File: src/rtl/serial_word_receiver_if.sv
// Handshake/bus bundle for serial_word_receiver.
//   BIT_EN : bit strobe; SI is sampled only on clk edges where it is high
//   SI     : serial data line, idles high
//   ACK    : consumer acknowledge, clears VALID and OVR
//   Q      : last complete received word
//   VALID  : a word is waiting in Q and has not been acknowledged
//   BUSY   : a frame is in progress
//   FERR   : one-cycle pulse, the stop bit was sampled low
//   OVR    : sticky, a word completed while the previous one was unacknowledged
// The master side drives the serial line and consumes the word; the slave
// side is the receiver itself.
interface serial_word_receiver_if #(
  parameter int WIDTH = 4
);
  logic             BIT_EN;
  logic             SI;
  logic             ACK;
  logic [WIDTH-1:0] Q;
  logic             VALID;
  logic             BUSY;
  logic             FERR;
  logic             OVR;

  modport master (
    output BIT_EN, SI, ACK,
    input  Q, VALID, BUSY, FERR, OVR
  );

  modport slave (
    input  BIT_EN, SI, ACK,
    output Q, VALID, BUSY, FERR, OVR
  );
endinterface

File: src/rtl/serial_word_receiver.sv
// Framed serial-to-parallel receiver.
// A frame is a start bit (0), WIDTH data bits and a stop bit (1); the line
// idles high. The received word is presented on Q with a level VALID/ACK
// handshake, plus a framing-error pulse (FERR) and a sticky overrun flag (OVR).
// Ports:
//   clk : system clock, all state changes on the rising edge
//   CR  : asynchronous active-low clear
//   bus : serial_word_receiver_if slave modport (BIT_EN, SI, ACK in;
//         Q, VALID, BUSY, FERR, OVR out)
// Parameters:
//   WIDTH     : data bits per frame (2..16)
//   MSB_FIRST : 1 = first data bit lands in Q[WIDTH-1], 0 = lands in Q[0]
module serial_word_receiver #(
  parameter int WIDTH     = 4,
  parameter bit MSB_FIRST = 1'b1
) (
  input  logic                  clk,
  input  logic                  CR,
  serial_word_receiver_if.slave bus
);

  localparam int CW = $clog2(WIDTH + 1);

  typedef enum logic [1:0] {
    IDLE = 2'd0,
    DATA = 2'd1,
    STOP = 2'd2
  } state_t;

  state_t           state, state_n;
  logic [WIDTH-1:0] shreg, shreg_n;
  logic [CW-1:0]    cnt,   cnt_n;
  logic [WIDTH-1:0] q,     q_n;
  logic             valid, valid_n;
  logic             busy,  busy_n;
  logic             ferr,  ferr_n;
  logic             ovr,   ovr_n;

  // Next-state and next-output logic.
  // NOTE: every variable gets a default at the top of the block so that no
  // path leaves one unassigned; a missing default would infer a latch.
  always_comb begin
    state_n = state;
    shreg_n = shreg;
    cnt_n   = cnt;
    q_n     = q;
    valid_n = valid;
    ovr_n   = ovr;
    ferr_n  = 1'b0;

    // Acknowledge works regardless of the bit strobe; an ACK with nothing
    // pending is ignored.
    if (bus.ACK && valid) begin
      valid_n = 1'b0;
      ovr_n   = 1'b0;
    end

    if (bus.BIT_EN) begin
      unique case (state)
        IDLE: begin
          // A single low sample is taken as a start bit (no oversampling).
          if (!bus.SI) begin
            state_n = DATA;
            cnt_n   = '0;
          end
        end

        DATA: begin
          if (MSB_FIRST) begin
            shreg_n = {shreg[WIDTH-2:0], bus.SI};
          end else begin
            shreg_n = {bus.SI, shreg[WIDTH-1:1]};
          end
          cnt_n = cnt + CW'(1);
          if (cnt == CW'(WIDTH - 1)) begin
            state_n = STOP;
          end
        end

        STOP: begin
          state_n = IDLE;
          if (bus.SI) begin
            // A completing word always wins, even against a same-edge ACK;
            // overrun is flagged only if the old word is left unacknowledged.
            q_n     = shreg;
            valid_n = 1'b1;
            if (valid && !bus.ACK) begin
              ovr_n = 1'b1;
            end
          end else begin
            ferr_n = 1'b1;
          end
        end

        default: state_n = IDLE;
      endcase
    end

    busy_n = (state_n != IDLE);
  end

  // State and output registers.
  // NOTE: sequential state uses non-blocking assignments so every register
  // samples the pre-edge values, independent of statement order.
  always_ff @(posedge clk or negedge CR) begin
    if (!CR) begin
      state <= IDLE;
      shreg <= '0;
      cnt   <= '0;
      q     <= '0;
      valid <= 1'b0;
      busy  <= 1'b0;
      ferr  <= 1'b0;
      ovr   <= 1'b0;
    end else begin
      state <= state_n;
      shreg <= shreg_n;
      cnt   <= cnt_n;
      q     <= q_n;
      valid <= valid_n;
      busy  <= busy_n;
      ferr  <= ferr_n;
      ovr   <= ovr_n;
    end
  end

  assign bus.Q     = q;
  assign bus.VALID = valid;
  assign bus.BUSY  = busy;
  assign bus.FERR  = ferr;
  assign bus.OVR   = ovr;

endmodule

File: src/flat_wrapper.sv
// flat-port wrapper written by rule: the top's interface ports become plain ports
module serial_word_receiver_flat 
#(
  parameter int WIDTH     = 4,
  parameter bit MSB_FIRST = 1'b1
)
  (clk, CR, bus_BIT_EN, bus_SI, bus_ACK, bus_Q, bus_VALID, bus_BUSY, bus_FERR, bus_OVR);
  serial_word_receiver_if #(.WIDTH(WIDTH)) bus_i ();
  input  logic clk;
  input  logic CR;
  input wire logic [$bits(bus_i.BIT_EN)-1:0] bus_BIT_EN;
  input wire logic [$bits(bus_i.SI)-1:0] bus_SI;
  input wire logic [$bits(bus_i.ACK)-1:0] bus_ACK;
  output wire logic [$bits(bus_i.Q)-1:0] bus_Q;
  output wire logic [$bits(bus_i.VALID)-1:0] bus_VALID;
  output wire logic [$bits(bus_i.BUSY)-1:0] bus_BUSY;
  output wire logic [$bits(bus_i.FERR)-1:0] bus_FERR;
  output wire logic [$bits(bus_i.OVR)-1:0] bus_OVR;
  assign bus_i.BIT_EN = bus_BIT_EN;
  assign bus_i.SI = bus_SI;
  assign bus_i.ACK = bus_ACK;
  assign bus_Q = bus_i.Q;
  assign bus_VALID = bus_i.VALID;
  assign bus_BUSY = bus_i.BUSY;
  assign bus_FERR = bus_i.FERR;
  assign bus_OVR = bus_i.OVR;
  serial_word_receiver #(.WIDTH(WIDTH), .MSB_FIRST(MSB_FIRST)) u_core (.clk(clk), .CR(CR), .bus(bus_i));
endmodule
File: config.mk
export PLATFORM = sky130hd
export DESIGN_NAME = serial_word_receiver_flat
export DESIGN_NICKNAME = d
export VERILOG_FILES = /design/src/rtl/serial_word_receiver_if.sv /design/src/rtl/serial_word_receiver.sv /design/src/flat_wrapper.sv
export SDC_FILE = /design/constraint.sdc
export NUM_CORES = 1
export LEC_CHECK = 0
export BUFFER_PORTS_ARGS = -buffer_cell sky130_fd_sc_hd__buf_2
export CAP_MARGIN = 0
export CELL_PAD_IN_SITES_DETAIL_PLACEMENT = 1
export CELL_PAD_IN_SITES_GLOBAL_PLACEMENT = 1
export CORE_MARGIN = 8
export CORE_UTILIZATION = 25
export DETAILED_ROUTE_END_ITERATION = 6
export PLACE_DENSITY = 0.47
export SYNTH_ARGS = -nofsm -noshare
export SYNTH_HDL_FRONTEND = slang
export SYNTH_SLANG_ARGS = --single-unit
File: constraint.sdc
create_clock -name clk -period 1.2 [get_ports clk]
set_clock_uncertainty 0.15 [all_clocks]
set_input_delay 0.12 -clock clk [delete_from_list [all_inputs] [get_ports clk]]
set_output_delay 0.12 -clock clk [all_outputs]
set_load 0.01 [all_outputs]
==> impl_metrics.tcl <==
set metrics [dict create \
    synth_ff_type "dfrtp_1" \
    pwr-share-comb_pct 39.5 \
    fmax_mhz 802.6 \
    grt_overflow 0 \
    fin_ws_ps -45.88 \
    arrival_ps 1270 \
    routedWlPerCell_um 13.73 \
    status "finished with violations" \
    intPower_mw 1.361 \
    path_class "flip-flop to flip-flop" \
    place_area_um2 848.3 \
    synth_top_cell_area_share_pct 59.44 \
    required_ps 1220 \
    place.gp.congestion 0.7906 \
    synth_most_common_cell "dfrtp_1" \
    holdPathStages 4 \
    r2r_start "u_core.state[0]" \
    period_needed_ps 1246 \
    start_util_pct 26.18 \
    drt_iter0_markers 11 \
    dp_slack_ps -118.0 \
    synth_enable_flop_cells 0 \
    async_reset_ff_share_pct 100.0 \
    dieWidth_um 69.51 \
    antenna_found_initial 0 \
    worstMarginPinSlew_ps 389.2 \
    hold_end "u_core.state[0]" \
    yosysTopAreaCell "dfrtp_1" \
    drc 0 \
    yosysWarnings 0 \
    rr_worst_depth 2 \
    pwr_density_cell_nw_per_um2 2074 \
    synth_common_cells "17 x dfrtp_1, 7 x mux2_2, 5 x inv_1, 5 x o21ai_0, 3 x nand2_1" \
    drt_wl_total_um 1469 \
    finish.instance_area_um2 969.7 \
    clock_latency_ps 290 \
    rsz0062_at_grt "true" \
    numPortBuffers 12 \
    syn_area_um2 715.7 \
    cap_viol_max_count 0 \
    clockBufferDepth 2 \
    grt_pass1_wl_um 2497 \
    hp-class "input port to flip-flop" \
    io_pins 13 \
    cts_buffers 3 \
    crit_path_end_kind "flip-flop" \
    p_seq_share_pct 45.6 \
    p_leak_nw 0.4723 \
    r2r_setup_slack_ps -50 \
    first_pass_iters 2 \
    synth_cells 53 \
    synth_nets 60 \
    ys_seq_area_share_pct 59.44 \
    core_region_area_um2 2734 \
    holdCritStartpoint "bus_BIT_EN" \
    finalSetupViolations 9 \
    crit_path_start_kind "flip-flop" \
    p_switching_uw 650.3 \
    clkPwrFrac_pct 14.9 \
    drt-vias-per-instance 4.477 \
    nNetsFinal 84 \
    worst-path-max-fanout 6 \
    num_rows 19 \
    via_count 479 \
    dp_hpwl_um 1075 \
    violations "setup timing" \
    gr-usage-all-layers_pct 6.478 \
    clock_sinks 17 \
    r2r-end "u_core.bus.Q[2]" \
    ys_seq_elements 17 \
    timing.final.hold_violations 0 \
    htreeDepth 1 \
    ant_nets 0 \
    max-slew-margin-rel_pct 74.05 \
    synth_area_per_cell_um2 13.50 \
    cts_tree "yes" \
    clk_pin_slew_ps 100 \
    synth_cell_types 19 \
    layout-drive-gt1-share_pct 51.32 \
    diodes 0 \
    slew_violations 0 \
    die-height_um 69.51 \
    finalCritPeriodShare_pct 103.8 \
    yosys-top-cells-area "dfrtp_1 59%, mux2_2 11%, ha_1 3.5%" \
    root_buffer "clkbuf_4" \
    die_area_um2 4831 \
    irDropWorstVdd_mv 0.7780 \
    grt_max_degree 18 \
    grt_pass1_vias 541 \
    syn_to_final_growth_pct 35.49 \
    switching_share_pct 32.33 \
]
flip-flops by register name, summed over array words and instances (netlist names), named ones only:
| signal | cells |
|---|---|
| u_core.state | 2 |
| u_core.cnt | 3 |
| u_core.bus.Q | 4 |
| u_core.bus.VALID | 1 |
| u_core.bus.BUSY | 1 |
| u_core.bus.FERR | 1 |
| u_core.shreg | 4 |
worst max-delay path by stage:
stage                          startpoint  cells after the start  slack (ps)               to
after detailed placement    u_core.cnt[0]                      5        -120  u_core.state[0]
after global placement      u_core.cnt[0]                      5        -130  u_core.state[0]
after CTS                   u_core.cnt[1]                      5         -50  u_core.state[0]
after floorplan           u_core.state[0]                      3         -40  u_core.bus.Q[0]
final                     u_core.state[0]                      2         -50  u_core.bus.Q[2]
after global routing      u_core.state[0]                      2        -100  u_core.bus.Q[2]
layer usage:
layer / wire length, um / vias to the layer above / global-route usage [%]
met5: 0 / - / 0
met4: 19 / 0 / 4.784
met3: 102 / 2 / 3.147
met2: 711 / 10 / 9.631
met1: 636 / 235 / 6.963
li1: - / 232 / -
critical path: stages, from the launching register on:
cell and delay [ps]:
dfrtp_1 430, nand4b_4 200, mux2_2 340
placed cells by master, fill, tap and decap left out, types with 3 or more instances in the layout:
| master | instances |
|---|---|
| buf_4 | 4 |
| dlygate4sd3_1 | 3 |
| buf_2 | 12 |
| nand2_1 | 3 |
| mux2_2 | 7 |
| o21ai_0 | 3 |
| clkbuf_4 | 3 |
| inv_1 | 5 |
| dfrtp_1 | 16 |
power by group through the flow:
| stage | registers (mW) | logic [mW] | clock network, mW |
|---|---|---|---|
| after floorplan | 0.926 | 0.381 | 0 |
| after global routing | 0.951 | 0.882 | 0.344 |
| final | 0.917 | 0.795 | 0.300 |
| after global placement | 0.925 | 0.661 | 0 |
| after CTS | 0.916 | 0.722 | 0.324 |
| after detailed placement | 0.928 | 0.659 | 0 |
what timing repair did:
item                                    CTS  global route
endpoints found under the setup margin   11            14
hold endpoints to repair                 21             0
pin swaps                                 3             3
buffers inserted                          0             0
hold buffers                              3             0
resized for setup                         5             7
gates cloned                              0             0
cell type report:
cell class | instances | area [um^2]
inverter | 5 | 18.77
clock buffer | 4 | 26.28
tap | 31 | 38.79
fill | 304 | 1764
multi-input combinational | 30 | 327.8
sequential | 17 | 426.7
timing repair buffer | 20 | 131.4
stage by stage:
step           total power [mW]  util (%)  TNS [ps]  hold WS (ps)  instances
3_3_place_gp              1.586     31.03    -175.1        -78.14        100
3_5_place_dp              1.587     31.03    -220.0        -81.59        100
6_report                  2.011     35.47    -282.7         44.99        107
2_1_floorplan             1.307         -    -204.3        -325.6         53
4_1_cts                   1.962     34.05    -356.4         40.10        107
5_1_grt                   2.177     35.47    -869.7         56.73        107
cell families after synthesis:
kind of cell	share of synthesized area (%)
multiplexers	11.01
AO/OA/AOI/OAI	11.54
buffers and inverters	3.321
AND/OR/NAND/NOR	11.19
adder cells (fa/ha/maj)	3.496
flip-flops	59.44
No activity file was read; power rests on OpenSTA's default activity.
